## src/rtl/me_pkg.sv

```systemverilog
// Shared types for the motion-estimation result sequencer.
package me_pkg;

  // Default field widths carried in a queued result. The sequencer's DIST_W/MV_W
  // parameters and $clog2(NUM_BLOCKS)+1 are expected to match these.
  localparam int unsigned DefDistW = 8;
  localparam int unsigned DefMvW   = 4;
  localparam int unsigned DefIdxW  = 3;

  typedef struct packed {
    logic [DefDistW-1:0] distance;
    logic [DefMvW-1:0]   mv_x;
    logic [DefMvW-1:0]   mv_y;
    logic [DefIdxW-1:0]  block_idx;
    logic                timeout;
  } me_result_t;

  typedef enum logic [2:0] {
    StIdle,
    StWaitSlot,
    StLaunch,
    StCapture,
    StGap
  } seq_state_e;

endpackage

```

## src/rtl/me_result_fifo.sv

```systemverilog
// Small synchronous FIFO of me_result_t; head is read straight from storage registers.
module me_result_fifo
  import me_pkg::*;
#(
  parameter int unsigned DEPTH = 4
) (
  input  logic                     clk_i,
  input  logic                     reset_i,
  input  logic                     push_i,
  input  me_result_t               data_i,
  input  logic                     pop_i,
  output me_result_t               data_o,
  output logic                     full_o,
  output logic                     empty_o,
  output logic [$clog2(DEPTH):0]   count_o
);

  localparam int unsigned PtrW = $clog2(DEPTH);

  me_result_t            mem_q [DEPTH];
  logic [PtrW-1:0]       wptr_q, rptr_q;
  logic [PtrW:0]         count_q;
  logic                  do_push, do_pop;

  assign empty_o = (count_q == '0);
  assign full_o  = (count_q == (PtrW+1)'(DEPTH));
  assign count_o = count_q;
  assign data_o  = mem_q[rptr_q];

  // A push into a full FIFO is only legal when the head leaves on the same cycle.
  assign do_pop  = pop_i && !empty_o;
  assign do_push = push_i && (!full_o || do_pop);

  // Storage, pointers (wrap naturally, DEPTH is a power of two) and occupancy.
  always_ff @(posedge clk_i or posedge reset_i) begin
    if (reset_i) begin
      for (int i = 0; i < DEPTH; i++) begin
        mem_q[i] <= '0;
      end
      wptr_q  <= '0;
      rptr_q  <= '0;
      count_q <= '0;
    end else begin
      if (do_push) begin
        mem_q[wptr_q] <= data_i;
        wptr_q        <= wptr_q + 1'b1;
      end
      if (do_pop) begin
        rptr_q <= rptr_q + 1'b1;
      end
      if (do_push && !do_pop) begin
        count_q <= count_q + 1'b1;
      end else if (do_pop && !do_push) begin
        count_q <= count_q - 1'b1;
      end
    end
  end

endmodule

```

## src/rtl/me_result_sequencer.sv

```systemverilog
// Launches the ME core once per macroblock, queues tagged results and accumulates frame SAD.
module me_result_sequencer
  import me_pkg::*;
#(
  parameter int unsigned NUM_BLOCKS = 4,
  parameter int unsigned DEPTH      = 4,
  parameter int unsigned DIST_W     = DefDistW,
  parameter int unsigned MV_W       = DefMvW,
  parameter int unsigned TIMEOUT    = 4096
) (
  input  logic                                  clk,
  input  logic                                  reset,
  input  logic                                  run,
  output logic                                  busy,
  output logic                                  me_start,
  input  logic                                  me_completed,
  input  logic [DIST_W-1:0]                     me_best_distance,
  input  logic [MV_W-1:0]                       me_motion_x,
  input  logic [MV_W-1:0]                       me_motion_y,
  output logic                                  out_valid,
  input  logic                                  out_ready,
  output logic [DIST_W-1:0]                     out_distance,
  output logic [MV_W-1:0]                       out_mv_x,
  output logic [MV_W-1:0]                       out_mv_y,
  output logic [$clog2(NUM_BLOCKS):0]           out_block_idx,
  output logic                                  out_timeout,
  output logic [DIST_W+$clog2(NUM_BLOCKS):0]    frame_sad,
  output logic                                  frame_done
);

  localparam int unsigned IdxW = $clog2(NUM_BLOCKS) + 1;
  localparam int unsigned SadW = DIST_W + IdxW;
  localparam int unsigned CntW = $clog2(DEPTH) + 1;
  localparam int unsigned WdW  = $clog2(TIMEOUT + 1);

  seq_state_e        state_q, state_d;
  logic [IdxW-1:0]   blk_q, blk_d;
  logic [SadW-1:0]   sad_q, sad_d;
  logic [WdW-1:0]    wdog_q;
  logic              comp_prev_q;
  me_result_t        cap_q, cap_d;

  me_result_t        head;
  logic              fifo_full, fifo_empty, fifo_push, push;
  logic [CntW-1:0]   fifo_count;
  logic              pop, slot_free, comp_rise, wdog_hit;

  assign out_valid = !fifo_empty;
  assign pop       = out_valid && out_ready;
  // Occupancy is judged after the pop happening this cycle.
  assign slot_free = (fifo_count < CntW'(DEPTH)) || pop;
  assign comp_rise = me_completed && !comp_prev_q;
  assign wdog_hit  = (wdog_q == WdW'(TIMEOUT - 1));
  assign fifo_push = push && (!fifo_full || pop);

  me_result_fifo #(
    .DEPTH (DEPTH)
  ) u_fifo (
    .clk_i   (clk),
    .reset_i (reset),
    .push_i  (fifo_push),
    .data_i  (cap_q),
    .pop_i   (pop),
    .data_o  (head),
    .full_o  (fifo_full),
    .empty_o (fifo_empty),
    .count_o (fifo_count)
  );

  // State, block counter, SAD accumulator, captured result and completion edge history.
  always_ff @(posedge clk or posedge reset) begin
    if (reset) begin
      state_q     <= StIdle;
      blk_q       <= '0;
      sad_q       <= '0;
      cap_q       <= '0;
      comp_prev_q <= 1'b0;
    end else begin
      state_q     <= state_d;
      blk_q       <= blk_d;
      sad_q       <= sad_d;
      cap_q       <= cap_d;
      comp_prev_q <= me_completed;
    end
  end

  // Watchdog counts cycles spent waiting on the core in LAUNCH.
  always_ff @(posedge clk or posedge reset) begin
    if (reset) begin
      wdog_q <= '0;
    end else if (state_q == StLaunch) begin
      wdog_q <= wdog_q + 1'b1;
    end else begin
      wdog_q <= '0;
    end
  end

  // Next-state logic and the core/handshake strobes.
  always_comb begin
    state_d    = state_q;
    blk_d      = blk_q;
    sad_d      = sad_q;
    cap_d      = cap_q;
    push       = 1'b0;
    me_start   = 1'b0;
    frame_done = 1'b0;
    unique case (state_q)
      StIdle: begin
        if (run) begin
          blk_d   = '0;
          sad_d   = '0;
          state_d = StWaitSlot;
        end
      end
      StWaitSlot: begin
        if (slot_free && !me_completed) begin
          state_d = StLaunch;
        end
      end
      StLaunch: begin
        me_start = 1'b1;
        // A completion on the watchdog's last cycle still counts as real data.
        if (comp_rise) begin
          cap_d.distance  = DefDistW'(me_best_distance);
          cap_d.mv_x      = DefMvW'(me_motion_x);
          cap_d.mv_y      = DefMvW'(me_motion_y);
          cap_d.block_idx = DefIdxW'(blk_q);
          cap_d.timeout   = 1'b0;
          state_d         = StCapture;
        end else if (wdog_hit) begin
          cap_d.distance  = '1;
          cap_d.mv_x      = '0;
          cap_d.mv_y      = '0;
          cap_d.block_idx = DefIdxW'(blk_q);
          cap_d.timeout   = 1'b1;
          state_d         = StCapture;
        end
      end
      StCapture: begin
        me_start = 1'b1;
        push     = 1'b1;
        sad_d    = sad_q + SadW'(cap_q.distance);
        blk_d    = blk_q + 1'b1;
        state_d  = StGap;
      end
      StGap: begin
        if (blk_q < IdxW'(NUM_BLOCKS)) begin
          state_d = StWaitSlot;
        end else begin
          frame_done = 1'b1;
          state_d    = StIdle;
        end
      end
      default: state_d = StIdle;
    endcase
  end

  assign busy          = (state_q != StIdle);
  assign frame_sad     = sad_q;
  assign out_distance  = DIST_W'(head.distance);
  assign out_mv_x      = MV_W'(head.mv_x);
  assign out_mv_y      = MV_W'(head.mv_y);
  assign out_block_idx = IdxW'(head.block_idx);
  assign out_timeout   = head.timeout;

endmodule

```

## config.mk

```make
export PLATFORM = sky130hd
export DESIGN_NAME = me_result_sequencer
export DESIGN_NICKNAME = d
export VERILOG_FILES = /design/src/rtl/me_pkg.sv /design/src/rtl/me_result_fifo.sv /design/src/rtl/me_result_sequencer.sv
export SDC_FILE = /design/constraint.sdc
export NUM_CORES = 1
export LEC_CHECK = 0
export CAP_MARGIN = 20
export CORE_ASPECT_RATIO = 2
export CORE_MARGIN = 2
export CORE_UTILIZATION = 55
export DETAILED_ROUTE_END_ITERATION = 12
export PLACE_DENSITY = 0.77
export SLEW_MARGIN = 15
export SYNTH_ARGS = -nofsm -noshare
export SYNTH_HDL_FRONTEND = slang
export SYNTH_SLANG_ARGS = --single-unit
```

## constraint.sdc

```tcl
create_clock -name clk -period 4.7 [get_ports clk]
set_clock_uncertainty 0.15 [all_clocks]
set_input_delay 0.47 -clock clk [delete_from_list [all_inputs] [get_ports clk]]
set_output_delay 0.47 -clock clk [all_outputs]
set_load 0.01 [all_outputs]
```

==> summary.txt <==
Seq cells post-synth: 138
Layout cell share with drive strength beyond 1: 26.6%
Max-cap violations: 0
Number of synthesized flops with an enable pin: 0
PortBufs: 55
Nature of the critical path startpoint: flip-flop
Post-CTS Setup Inserts: 0
Starting Density: 56.4%
Row cnt: 56
Unrepaired setup endpoints after global routing: false
Total Wirelength: 13800 um
Post-DP HPWL: 9300 um
Boundary pin count: 56
Peak Freq: 0.318 GHz
Clk Latency, worst-skew pair: 0.42 ns
Clk network pwr share: 23.6%
DR vias/cell: 5.84
Overall Global Routing Usage: 23.4%
Netlist cell types: 49
Worst Path Arrival: 2.52 ns
Drt pass-1 iters: 6
CTS Hold Buffers Added: 0
Non-Filler Instances: 675
CTS root buf: clkbuf_16
Clock buffer depth: 2
Seq/Total Area, Yosys: 52.3%
RD Place Congestion: 0.800
Vias: 3942
Post-placement cell count: 644
CTS tree: done
Max VDD drop: 0.386 mV
Internal power: 0.00374 W
Setup_tns: 0 ns
Most frequent cells in the layout: dfrtp_1, mux2_4, clkdlybuf4s50_1
Area Overhead vs Synth: 18.3%
Overall die width: 81.5 um
Final core occ: 66.7%
CP max FO: 11
Core area: 11700 um2
Hold crit path type: reg2reg
Synth Flop Type: dfrtp_1
Post-DRT Antenna Nets: 0
Detail-routed net length per standard cell: 20.5 um
Period utilization: 66.9%
H-tree depth: 4
Net count after synthesis: 495
Clock slew at reported path FFs: 0.06 ns
Number of diodes: 0
First-pass GRT wire length: 22800 um
Post-synth ARST share: 100%
Die height: 159 um
Initial antenna violation count: 0
Syn Inst Count: 457
Lkg Pwr: 3.81 nW
Switch share: 32.2%
Reg power frac: 38.9%
Switching Power: 0.00178 W
Headroom to the max-slew limit: 38.0%
Avg Inst Size Synth: 14.4 um2
Sequential Area: 3450 um2
Outcome: completed
Mapped cell area: 6600 um2
Element type at the critical path end: primary output
Post-CTS sizing: 0
Setup CP Type: reg2out
Final Max Tran Viols: 0
Clock Sinks: 138
Most common cell after layout, fill and taps aside: dfrtp_1
Grt ovf: 0
Setup violators final: 0
DRC: 0
Synth warn: 0
CTS Buf Count: 17
NumNets Final: 556
Number of DRC markers in iteration 0: 209
Power Density: 708 nW/um2
Pin count of the biggest net entering global routing: 77
Fin crit period: 3.14 ns
Worst-Margin Slew: 0.931 ns
Vias in the first global route: 4468
Die area: 12900 um2
Area of the multi-input gates: 2970 um2
Fin. Hold Viols: 0
Fillers: 797
Worst path required time: 4.08 ns
Comb pwr share: 37.5%
## power by group through the flow
| stage | Sequential [W] | Combinational, W | Clock (W) |
|---|---|---|---|
| finish | 0.00215 | 0.00207 | 0.00130 |
| global route | 0.00221 | 0.00222 | 0.00138 |
| CTS | 0.00215 | 0.00209 | 0.00132 |
| detailed placement | 0.00215 | 0.00207 | 0 |
| global placement | 0.00210 | 0.00200 | 0 |
| floorplan | 0.00195 | 0.00152 | 0 |
## registers in the layout, summed over array words and instances (netlist names)
register	count
u_fifo.mem_q	80
cap_q	20
wdog_q	13
state_q	3
blk_q	3
comp_prev_q	1
u_fifo.count_o	3
frame_sad	11
u_fifo.wptr_q	2
u_fifo.rptr_q	2
## critical path: stages, from the launching register on
cell	delay, ns
dfrtp_1	0.77
buf_4	0.33
mux4_2	0.51
clkdlybuf4s50_1	0.49
## cell type report
cell class / instances / share of cell area [%]
Clock inverter: 12 / 1.60
Sequential cell: 138 / 44.3
Multi-Input combinational cell: 292 / 38.1
Clock buffer: 19 / 5.80
Timing Repair Buffer: 59 / 7.44
Tap cell: 145 / 2.32
Inverter: 10 / 0.513
## metal layers
metal	up-vias	part of all wire (%)	track usage [%]
met2	97	55	40.4
li1	1777	-	-
met5	-	0	0
met3	21	2.5	3.81
met4	0	2.4	10.8
met1	2047	40	27.6
## path summary, 6_finish.rpt
path,to,cells past startpoint,slack (ns),startpoint
max in group asynchronous,u_fifo.mem_q[61],3,2.92,reset
min in group asynchronous,wdog_q[8],2,0.48,reset
worst max register to register,u_fifo.count_o[2],8,2.00,state_q[1]
worst min-delay path,u_fifo.mem_q[40],1,0.34,u_fifo.mem_q[40]
worst min register to register,u_fifo.mem_q[40],1,0.34,u_fifo.mem_q[40]
worst max-delay path,out_distance[0],3,1.56,u_fifo.rptr_q[1]
## synth_stat cells, types with 3 or more instances
library cell | instances | area, um2
inv_1 | 9 | 33.8
nand2b_1 | 3 | 18.8
buf_6 | 9 | 101
xor2_1 | 13 | 114
xnor2_1 | 8 | 70.1
nand4_1 | 3 | 18.8
mux2_1 | 7 | 78.8
o21ai_0 | 11 | 55.1
nor3_1 | 3 | 15.0
and3_1 | 6 | 37.5
mux4_2 | 20 | 450
mux2_4 | 72 | 1080
a21oi_1 | 14 | 70.1
a22o_1 | 8 | 70.1
nand2_1 | 25 | 93.8
o22a_1 | 7 | 61.3
o21ai_1 | 5 | 25.0
dfrtp_1 | 138 | 3450
buf_2 | 5 | 25.0
nand2_4 | 4 | 45.0
nor2b_1 | 5 | 31.3
nand3_1 | 13 | 65.1
nor2_1 | 23 | 86.3
ha_1 | 15 | 188
## logic make-up after synthesis
kind of cell	share of synthesized area, %
fa+ha+maj	3.45
simple gates	7.62
flops	52.3
compound gates	6.28
buf+inv	2.65
xor+xnor	2.79
mux	24.9
## metrics by stage
step	instance area [um2]	worst slack (ns)	hold slack, ns	power [W]
2_1_floorplan	6600	0.384	0.297	0.00348
3_3_place_gp	7230	1.92	0.314	0.00411
3_5_place_dp	7230	1.82	0.328	0.00422
4_1_cts	7800	1.51	0.341	0.00556
5_1_grt	7800	1.41	0.355	0.00582
6_report	7800	1.56	0.342	0.00552
(Power assumes the default switching activity.)
